### config.mk
export PLATFORM = sky130hd
export DESIGN_NAME = renode_inputs_scheduler
export DESIGN_NICKNAME = d
export VERILOG_FILES = /design/src/rtl/renode_inputs_scheduler.sv
export SDC_FILE = /design/constraint.sdc
export NUM_CORES = 1
export LEC_CHECK = 0
export ABC_AREA = 1
export CAP_MARGIN = 20
export CORE_MARGIN = 10
export CORE_UTILIZATION = 44
export DETAILED_ROUTE_END_ITERATION = 8
export HOLD_SLACK_MARGIN = 0.1
export PLACE_DENSITY = 0.81
export SYNTH_ARGS = -nofsm -noshare
export SYNTH_HDL_FRONTEND = slang
export SYNTH_SLANG_ARGS = --single-unit
export TNS_END_PERCENT = 5
### constraint.sdc
create_clock -name clk -period 3.3 [get_ports clk]
set_clock_uncertainty 0.05 [all_clocks]
set_input_delay 0.825 -clock clk [delete_from_list [all_inputs] [get_ports clk]]
set_output_delay 0.825 -clock clk [all_outputs]
set_load 0.01 [all_outputs]
### src/rtl/renode_inputs_scheduler.sv
// -----------------------------------------------------------------------------
// renode_inputs_scheduler
//
// Watches a bank of interrupt lines and turns every unreported level change
// into a single (address, level) message for a downstream sender. Changes are
// coalesced: the scheduler only remembers the last level it reported per line.
// A line is pending while its registered level differs from that value. An
// even number of toggles between reports therefore produces no message. An
// odd number produces one message carrying the final level. Pending lines are
// served round-robin, starting just after the line that was reported last.
//
// Ports
//   clk        sole clock, all state updates on the rising edge
//   rst        asynchronous, active-high reset
//   inputs     interrupt line levels, synchronous to clk
//   mask       1 = line excluded from arbitration (its changes are still tracked)
//   enable     0 = no new grants (pending state still accumulates)
//   msg_valid  message offered to the sender (high for the whole SEND state)
//   msg_ready  sender accepts the offered message this cycle
//   msg_addr   index of the reported line, zero-extended to 32 bits
//   msg_data   level being reported for that line
//   pending    per-line "changed since last report" flags
//   busy       high while a message is being offered
// -----------------------------------------------------------------------------
module renode_inputs_scheduler #(
  parameter int InputsCount = 8
) (
  input  logic                   clk,
  input  logic                   rst,
  input  logic [InputsCount-1:0] inputs,
  input  logic [InputsCount-1:0] mask,
  input  logic                   enable,
  output logic                   msg_valid,
  input  logic                   msg_ready,
  output logic [31:0]            msg_addr,
  output logic                   msg_data,
  output logic [InputsCount-1:0] pending,
  output logic                   busy
);

  // Width of a line index; a single-line instance still needs one bit.
  localparam int PtrW = (InputsCount > 1) ? $clog2(InputsCount) : 1;

  typedef enum logic {
    IDLE = 1'b0,
    SEND = 1'b1
  } state_t;

  state_t                 state_q, state_d;
  logic [InputsCount-1:0] level_q, level_d;
  logic [InputsCount-1:0] sent_q, sent_d;
  logic [PtrW-1:0]        rr_ptr_q, rr_ptr_d;
  logic [PtrW-1:0]        addr_q, addr_d;
  logic                   data_q, data_d;

  logic [InputsCount-1:0] eligible;
  logic [PtrW-1:0]        grant_idx;
  logic                   grant_found;
  logic [PtrW-1:0]        next_ptr;

  // ---------------------------------------------------------------------------
  // Per-line change tracking
  // ---------------------------------------------------------------------------
  for (genvar gi = 0; gi < InputsCount; gi++) begin : g_line
    assign pending[gi]  = level_q[gi] ^ sent_q[gi];
    assign eligible[gi] = pending[gi] & ~mask[gi];
  end

  // ---------------------------------------------------------------------------
  // Round-robin pick: first eligible line at or above rr_ptr, wrapping.
  // Candidates are walked from the farthest offset down to offset 0 so that the
  // nearest eligible line is the last one written and therefore wins.
  // The candidate is one bit wider than an index so rr_ptr + offset never
  // overflows before the wrap subtraction.
  // ---------------------------------------------------------------------------
  always_comb begin
    logic [PtrW:0] cand;
    cand        = '0;
    grant_idx   = '0;
    grant_found = 1'b0;
    for (int off = InputsCount - 1; off >= 0; off--) begin
      cand = {1'b0, rr_ptr_q} + (PtrW + 1)'(off);
      if (cand >= (PtrW + 1)'(InputsCount)) begin
        cand = cand - (PtrW + 1)'(InputsCount);
      end
      if (eligible[cand[PtrW-1:0]]) begin
        grant_idx   = cand[PtrW-1:0];
        grant_found = 1'b1;
      end
    end
  end

  // Pointer moves to the line after the one just reported, modulo InputsCount.
  assign next_ptr = (addr_q == PtrW'(InputsCount - 1)) ? '0 : addr_q + PtrW'(1);

  // ---------------------------------------------------------------------------
  // Next-state logic
  // ---------------------------------------------------------------------------
  always_comb begin
    state_d  = state_q;
    level_d  = inputs;
    sent_d   = sent_q;
    rr_ptr_d = rr_ptr_q;
    addr_d   = addr_q;
    data_d   = data_q;

    case (state_q)
      IDLE: begin
        if (enable && grant_found) begin
          // Address and level are frozen here; later changes on the granted
          // line stay pending and are reported by a subsequent message.
          state_d = SEND;
          addr_d  = grant_idx;
          data_d  = level_q[grant_idx];
        end
      end
      SEND: begin
        // enable and mask are deliberately ignored: a message once offered is
        // never withdrawn.
        if (msg_ready) begin
          sent_d[addr_q] = data_q;
          rr_ptr_d       = next_ptr;
          state_d        = IDLE;
        end
      end
      default: begin
        state_d = IDLE;
      end
    endcase
  end

  // ---------------------------------------------------------------------------
  // State registers
  // ---------------------------------------------------------------------------
  always_ff @(posedge clk or posedge rst) begin
    if (rst) begin
      state_q  <= IDLE;
      level_q  <= '0;
      sent_q   <= '0;
      rr_ptr_q <= '0;
      addr_q   <= '0;
      data_q   <= 1'b0;
    end else begin
      state_q  <= state_d;
      level_q  <= level_d;
      sent_q   <= sent_d;
      rr_ptr_q <= rr_ptr_d;
      addr_q   <= addr_d;
      data_q   <= data_d;
    end
  end

  // ---------------------------------------------------------------------------
  // Outputs
  // ---------------------------------------------------------------------------
  assign msg_valid = (state_q == SEND);
  assign busy      = (state_q == SEND);
  assign msg_addr  = 32'(addr_q);
  assign msg_data  = data_q;

endmodule
==> metrics, run 1 <==
status=completed; first-pass GRT wire length=9.38 mm; area of the multi-input gates=between 0.001 and 0.0015 sq mm; ant diodes=0; Tmin final=2.59 ns; reg2reg setup slack=0.74 ns; adder-cell share of the synthesized area=2.19%; worst path bufs/invs=3; Worst Hold Launch=addr_q[0]; CTS Root Cell=clkbuf_8; vias in the first global route=2,047; Top Usage Layer GRT=met2; syn_area_per_cell=7.49 sq um; multiplexer area fraction after synthesis=0%; # resized after CTS=0; WP data arrival=2.69 ns; launching point of the worst reg2reg path=rr_ptr_q[0]; die width=92.1 microns; most frequent cells in the layout=nand2_1, inv_1, clkdlybuf4s50_1, nand3_1, conb_1; area grow syn2layout=13.8%; Place WS=0.448 ns; Hold Path Sink=rr_ptr_q[0]; Synth top area share=26.3%; Worst EP required=~3.4 ns; All-Layer GR Usage=12.8%; DR vias/cell=4.89; WHS Path Cells=1; initial cell density of the core=45.0%; post-synthesis simple-gate area fraction=40.7%; CP max stage delay=0.40 ns; family with the most delay on the worst path=simple AND/OR/NAND/NOR gates; number of cell rows=26; Routed wire per std cell=13.5 microns; crit-path cells=clkdlybuf4s50_1 > inv_1 > nand4_1 > nand3_1 > nand3_1 > nand2_1 > inv_1 > nand2_1 > nand2_1 > nand2_1 > nand2_2 > nand2_4 > nand2_4 > nand2_1 > nand3_1 > nand3_1 > nand3_1; IO buf count=33; ANT nets after route=0; Leak=1.36 nW; vias post-DR=1,991; initial antenna violation count=0; Mapped Cells=305; worst hold-check path type=reg -> reg; reg2reg path depth=17; Yosys top cell by area=dfrtp_1; DRC marker count from the first detailed-route iteration=117; Hold Buf Count CTS=0; GRT overflow=0; Final Core Density=about half; synthesized area=approximately 0.0023 sq mm; drt drc=0; post-synthesis register bit count=24; Worst R2R End=msg_data; Setup CP Type=in -> reg; crit share post-route=78.3%; Placer Congestion=0.952; I/O pins=63; Routed WL=5.48 mm; Slew @ Worst Pin=0.888 ns; Core Region=0.00507 sq mm; Yosys warnings=0; max-cap violations=0; Synth cell types=28; worst skew pair latency=between 0.2 and 0.3 ns; type of origin of the critical path=input port; XOR/XNOR share of the synthesized area=3.12%; Critical-path top delay cell=clkdlybuf4s50_1; most common cell after layout, fill and taps aside=nand2_1; peak supply drop=0.549 mV; Die Height=92.1 microns; final hold violation count=0; pin count of the biggest net entering global routing=25; crit path max fanout=5; Worst Setup SP=mask[3]; M3 GR Usage=~4.0%; Max Slew Vio Count=0; GRT met1 Usage=13.3%; Setup TNS=0 ns; GR Util met2=23.7%; Clock H-tree levels=1; share of layout cells above drive strength 1=between 15 and 20%; Setup violations, final=0; post-synthesis compound-gate area fraction=7.78%; Longest Clk Path Bufs=2; crit path setup slack, layout=0.715 ns; register cell area after layout=601 sq um; RSZ-0062 raised after global routing=no; DP Wirelength=4.69 mm; CTS tree=yes; slew margin rel.=40.7%; final net count=363; Worst-path clk slew=0.08 ns; largest family of logic cells by synthesized area=simple AND/OR/NAND/NOR gates; max frequency=between 0.3 and 0.4 GHz; Synth area leaders=dfrtp_1, buf_4, nand2_1; fill count=513; clock sink count=24; DRT Pass-1 Iters=4; post-CTS setup buffers=0; DIE AREA=0.00848 sq mm; CP endpoint kind=register; total CTS buffers=3; PwrDens=approximately 1200 mW/mm^2; sequential area share after synthesis=between 20% and 30%
-- kinds of logic after synthesis --
family | count (synthesis)
DFF | 24
and+or+nand+nor | 159
buffers and inverters | 84
AOI/OAI and AO/OA | 30
other | 1
xor gates and xnor gates | 3
adders and majority gates | 4
-- worst max path at each step --
stage / end / slack (ns) / cells after the start
finish: msg_data / 0.71 / 17
global route: msg_data / 0.47 / 19
CTS: msg_data / 0.73 / 17
detailed placement: msg_data / 0.45 / 17
global placement: msg_data / 0.51 / 19
floorplan: msg_data / 1.01 / 18
-- routing by layer --
metal / wire length, microns / part of all wire (%) / vias up
li1: - / - / 990
met1: 2160 / 39 / 916
met2: 2770 / 51 / 70
met3: 424 / 7.7 / 15
met4: 120 / 2.2 / 0
met5: 0 / 0 / -
-- synthesized netlist by cell type (all sizes together) --
cell type and number:
dfrtp 24, inv 50, o21ai 2, a21o 1, buf 34, conb 1, nor2 16, nand4 16
and2 8, nand2 71, ha 4, xnor2 1, o31ai 1, nand3 48, a31oi 9, a21oi 17
xor2 2
-- where the power goes --
group          total [W]  switching [W]  internal [W]
registers       0.000541       0.000142      0.000398
clock network   0.000168      0.0000865     0.0000816
logic            0.00238        0.00149      0.000889
-- final cells by class --
| class | count | share of cell area, % |
|---|---|---|
| Clock buffer | 3 | 1.59 |
| Inverter | 50 | 7.22 |
| Multi-Input combinational cell | 225 | 51.4 |
| Sequential cell | 24 | 23.1 |
| Tap cell | 70 | 3.37 |
| Timing Repair Buffer | 35 | 13.3 |
-- through the flow --
| stage | hold WS [ns] | power [W] | area (sq um) | instances |
|---|---|---|---|---|
| 6_report | 0.527 | 0.00309 | 2600 | 407 |
| 5_1_grt | 0.549 | 0.00342 | 2600 | 407 |
| 4_1_cts | 0.526 | 0.00310 | 2600 | 407 |
| 3_5_place_dp | 0.476 | 0.00292 | 2560 | 404 |
| 3_3_place_gp | 0.474 | 0.00286 | 2560 | 404 |
| 2_1_floorplan | 0.486 | 0.00240 | 2390 | 333 |
-- sequential cells by signal (all words and copies together), names as in the netlist --
signal,count
addr_q,3
rr_ptr_q,3
msg_data,1
busy,1
sent_q,8
level_q,8
Note: power is estimated with default switching activity, not from simulation.
==> run 2: changes to the inputs <==
==> constraint.sdc (replaced) <==
create_clock -name clk -period 2.65 [get_ports clk]
set_clock_uncertainty 0.05 [all_clocks]
set_input_delay 0.6625 -clock clk [delete_from_list [all_inputs] [get_ports clk]]
set_output_delay 0.6625 -clock clk [all_outputs]
set_load 0.01 [all_outputs]
==> run 2 against run 1 <==
  * Critical path depth unchanged
  * Global-route usage up 0.46 points
  * Cell count grew 1.5%
  * Combinational power rose by 29%
  * Total power rose by 27%
  * Setup slack worse by 0.46 ns
  * Sequential power grew 21%
  * Worst hold slack got worse by 0.030 ns
  * First-iteration DRC count fell by 13%
  * Non-clock buffer count increased by 6
  * Wire length increased by 1.1%
  * Largest cell class unchanged
  * Highest routed layer unchanged
==> metrics, run 2 (synthesis gave the netlist of run 1 again) <==
crit path max fanout=5 (unchanged); ant diodes=0 (unchanged); vias post-DR=1,998 (was 1,991); Longest Clk Path Bufs=2 (unchanged); Hold Buf Count CTS=0 (unchanged); Routed wire per std cell=13.4 microns (was 13.5 microns); final net count=369 (was 363); Internal=0.00176 W (was 0.00137 W); worst hold-check path type=reg -> reg (unchanged); DP Wirelength=4.70 mm (was 4.69 mm); max-cap violations=0 (unchanged); # resized after CTS=0 (unchanged); type of origin of the critical path=input port (unchanged); CTS tree=yes (unchanged); Worst EP required=2.76 ns (was 3.40 ns); most frequent cells in the layout=nand2_1, inv_1, clkdlybuf4s50_1, nand3_1, conb_1 (unchanged); DRC marker count from the first detailed-route iteration=102 (was 117); peak supply drop=0.750 mV (was 0.549 mV); DIE AREA=0.00848 sq mm (unchanged); family with the most delay on the worst path=simple AND/OR/NAND/NOR gates (unchanged); first-pass GRT wire length=9.62 mm (was 9.38 mm); die width=92.1 microns (unchanged); launching point of the worst reg2reg path=rr_ptr_q[0] (unchanged); Clock power frac=5.4% (about the same); Routed WL=5.54 mm (was 5.48 mm); ANT nets after route=0 (unchanged); Clock H-tree levels=1 (unchanged); Leak=1.38 nW (was 1.36 nW); Largest regs=level_q (8), sent_q (8) (unchanged); initial antenna violation count=0 (unchanged); number of cell rows=26 (unchanged); Worst Hold Launch=msg_data (was addr_q[0]); Tmin final=2.39 ns; Setup CP Type=in -> reg (unchanged); CP endpoint kind=register (unchanged); IO buf count=33 (unchanged); post-CTS setup buffers=0 (unchanged); CP max stage delay=0.40 ns (about the same); DR vias/cell=4.84 (was 4.89); Placed Cells=410 (was 404); crit share post-route=between 90% and 100%; Setup TNS=0 ns (unchanged); power share of the combinational group=78.0% (was 77.1%); Worst Setup SP=mask[3] (unchanged); Die Height=92.1 microns (unchanged); I/O pins=63 (unchanged); status=completed (unchanged); Placer Congestion=0.947 (was 0.952); worst skew pair latency=0.27 ns (was 0.26 ns); GRT overflow=0 (unchanged); most common cell after layout, fill and taps aside=nand2_1 (unchanged); pin count of the biggest net entering global routing=25 (unchanged); Setup violations, final=0 (unchanged); Sw Ratio=55.2% (was 55.7%); All-Layer GR Usage=13.3% (was 12.8%); drt drc=0 (unchanged); total CTS buffers=3 (unchanged); share of layout cells above drive strength 1=17.2% (was 15.7%); PwrDens=1480 mW/mm^2 (was 1190 mW/mm^2); RSZ-0062 raised after global routing=no (unchanged); area post-placement=0.00260 sq mm (was 0.00256 sq mm); DRT Pass-1 Iters=4 (unchanged); Max Slew Vio Count=0 (unchanged); final std cells w/o fill=413 (was 407); WP data arrival=2.50 ns (was 2.69 ns); initial cell density of the core=45.0% (unchanged); area grow syn2layout=15.8% (was 13.8%); Core Region=0.00507 sq mm (unchanged); Critical-path top delay cell=clkdlybuf4s50_1 (unchanged); Fin Hold WS=0.497 ns (was 0.527 ns); NetSw=0.00217 W (was 0.00172 W); Worst-path clk slew=0.08 ns (about the same); fin area=0.00265 sq mm (was 0.00260 sq mm); vias in the first global route=2,057 (was 2,047); max frequency=0.418 GHz; final hold violation count=0 (unchanged); Seq pwr share=16.6% (was 17.5%); clock sink count=24 (unchanged); slew margin rel.=62.4% (was 40.7%); Slew @ Worst Pin=0.561 ns (was 0.888 ns); worst path bufs/invs=3 (unchanged); CTS Root Cell=clkbuf_8 (unchanged); crit-path cells=clkdlybuf4s50_1 > inv_1 > nand4_1 > nand3_1 > nand3_1 > nand2_1 > inv_1 > nand2_1 > nand2_1 > nand2_1 > nand2_2 > nand2_4 > nand2_4 > nand2_1 > nand3_1 > nand3_1 > nand3_1 (unchanged)
run 2: changes by cell type in the layout (fill, tap and decap cells not counted), sizes merged:
cell / change
buf: +6
run 2: stage by stage:
step | setup WS [ns] | util [%] | total power (W)
global placement | 0.0223 | 51.3 | 0.00361
CTS | 0.255 | 52.1 | 0.00391
global route | 0.0205 | 52.1 | 0.00435
detailed placement | -0.0314 | 51.3 | 0.00369
floorplan | 0.364 | - | 0.00299
finish | 0.257 | 52.1 | 0.00392
run 2: power groups by stage:
| stage | registers [W] | logic (W) | clock network, W |
|---|---|---|---|
| after floorplan | 0.000616 | 0.00237 | 0 |
| after global placement | 0.000654 | 0.00296 | 0 |
| after detailed placement | 0.000655 | 0.00303 | 0 |
| after CTS | 0.000651 | 0.00305 | 0.000211 |
| after global routing | 0.000673 | 0.00344 | 0.000231 |
| final | 0.000653 | 0.00306 | 0.000212 |
run 2: final timing paths:
check                             end  slack [ns]  cells past startpoint
min                          msg_data        0.50                      2
max reg2reg                  msg_data        0.34                     16
min reg2reg                  msg_data        0.50                      2
min in group asynchronous   sent_q[5]        0.68                      3
max in group asynchronous  level_q[0]        1.64                      3
max                          msg_data        0.26                     17
run 2: cell type report:
type	instances	area, sq um
Inverter	50	188
Fill cell	511	2430
Tap cell	70	87.6
Timing Repair Buffer	41	390
Clock buffer	3	41.3
Sequential cell	24	601
Multi-Input combinational cell	225	1340
run 2: layer usage:
metal,up-vias,share of wire (%),GRT usage (%)
li1,1007,-,-
met1,912,40,14.4
met2,70,51,24.4
met3,9,7.0,3.91
met4,0,1.7,3.60
met5,-,0,0
run 2: tightest hold or removal path, cell delays in order, from the launching register on:
cell	delay (ns)
dfrtp_1	0.39
nand2_1	0.06
nand3_1	0.07
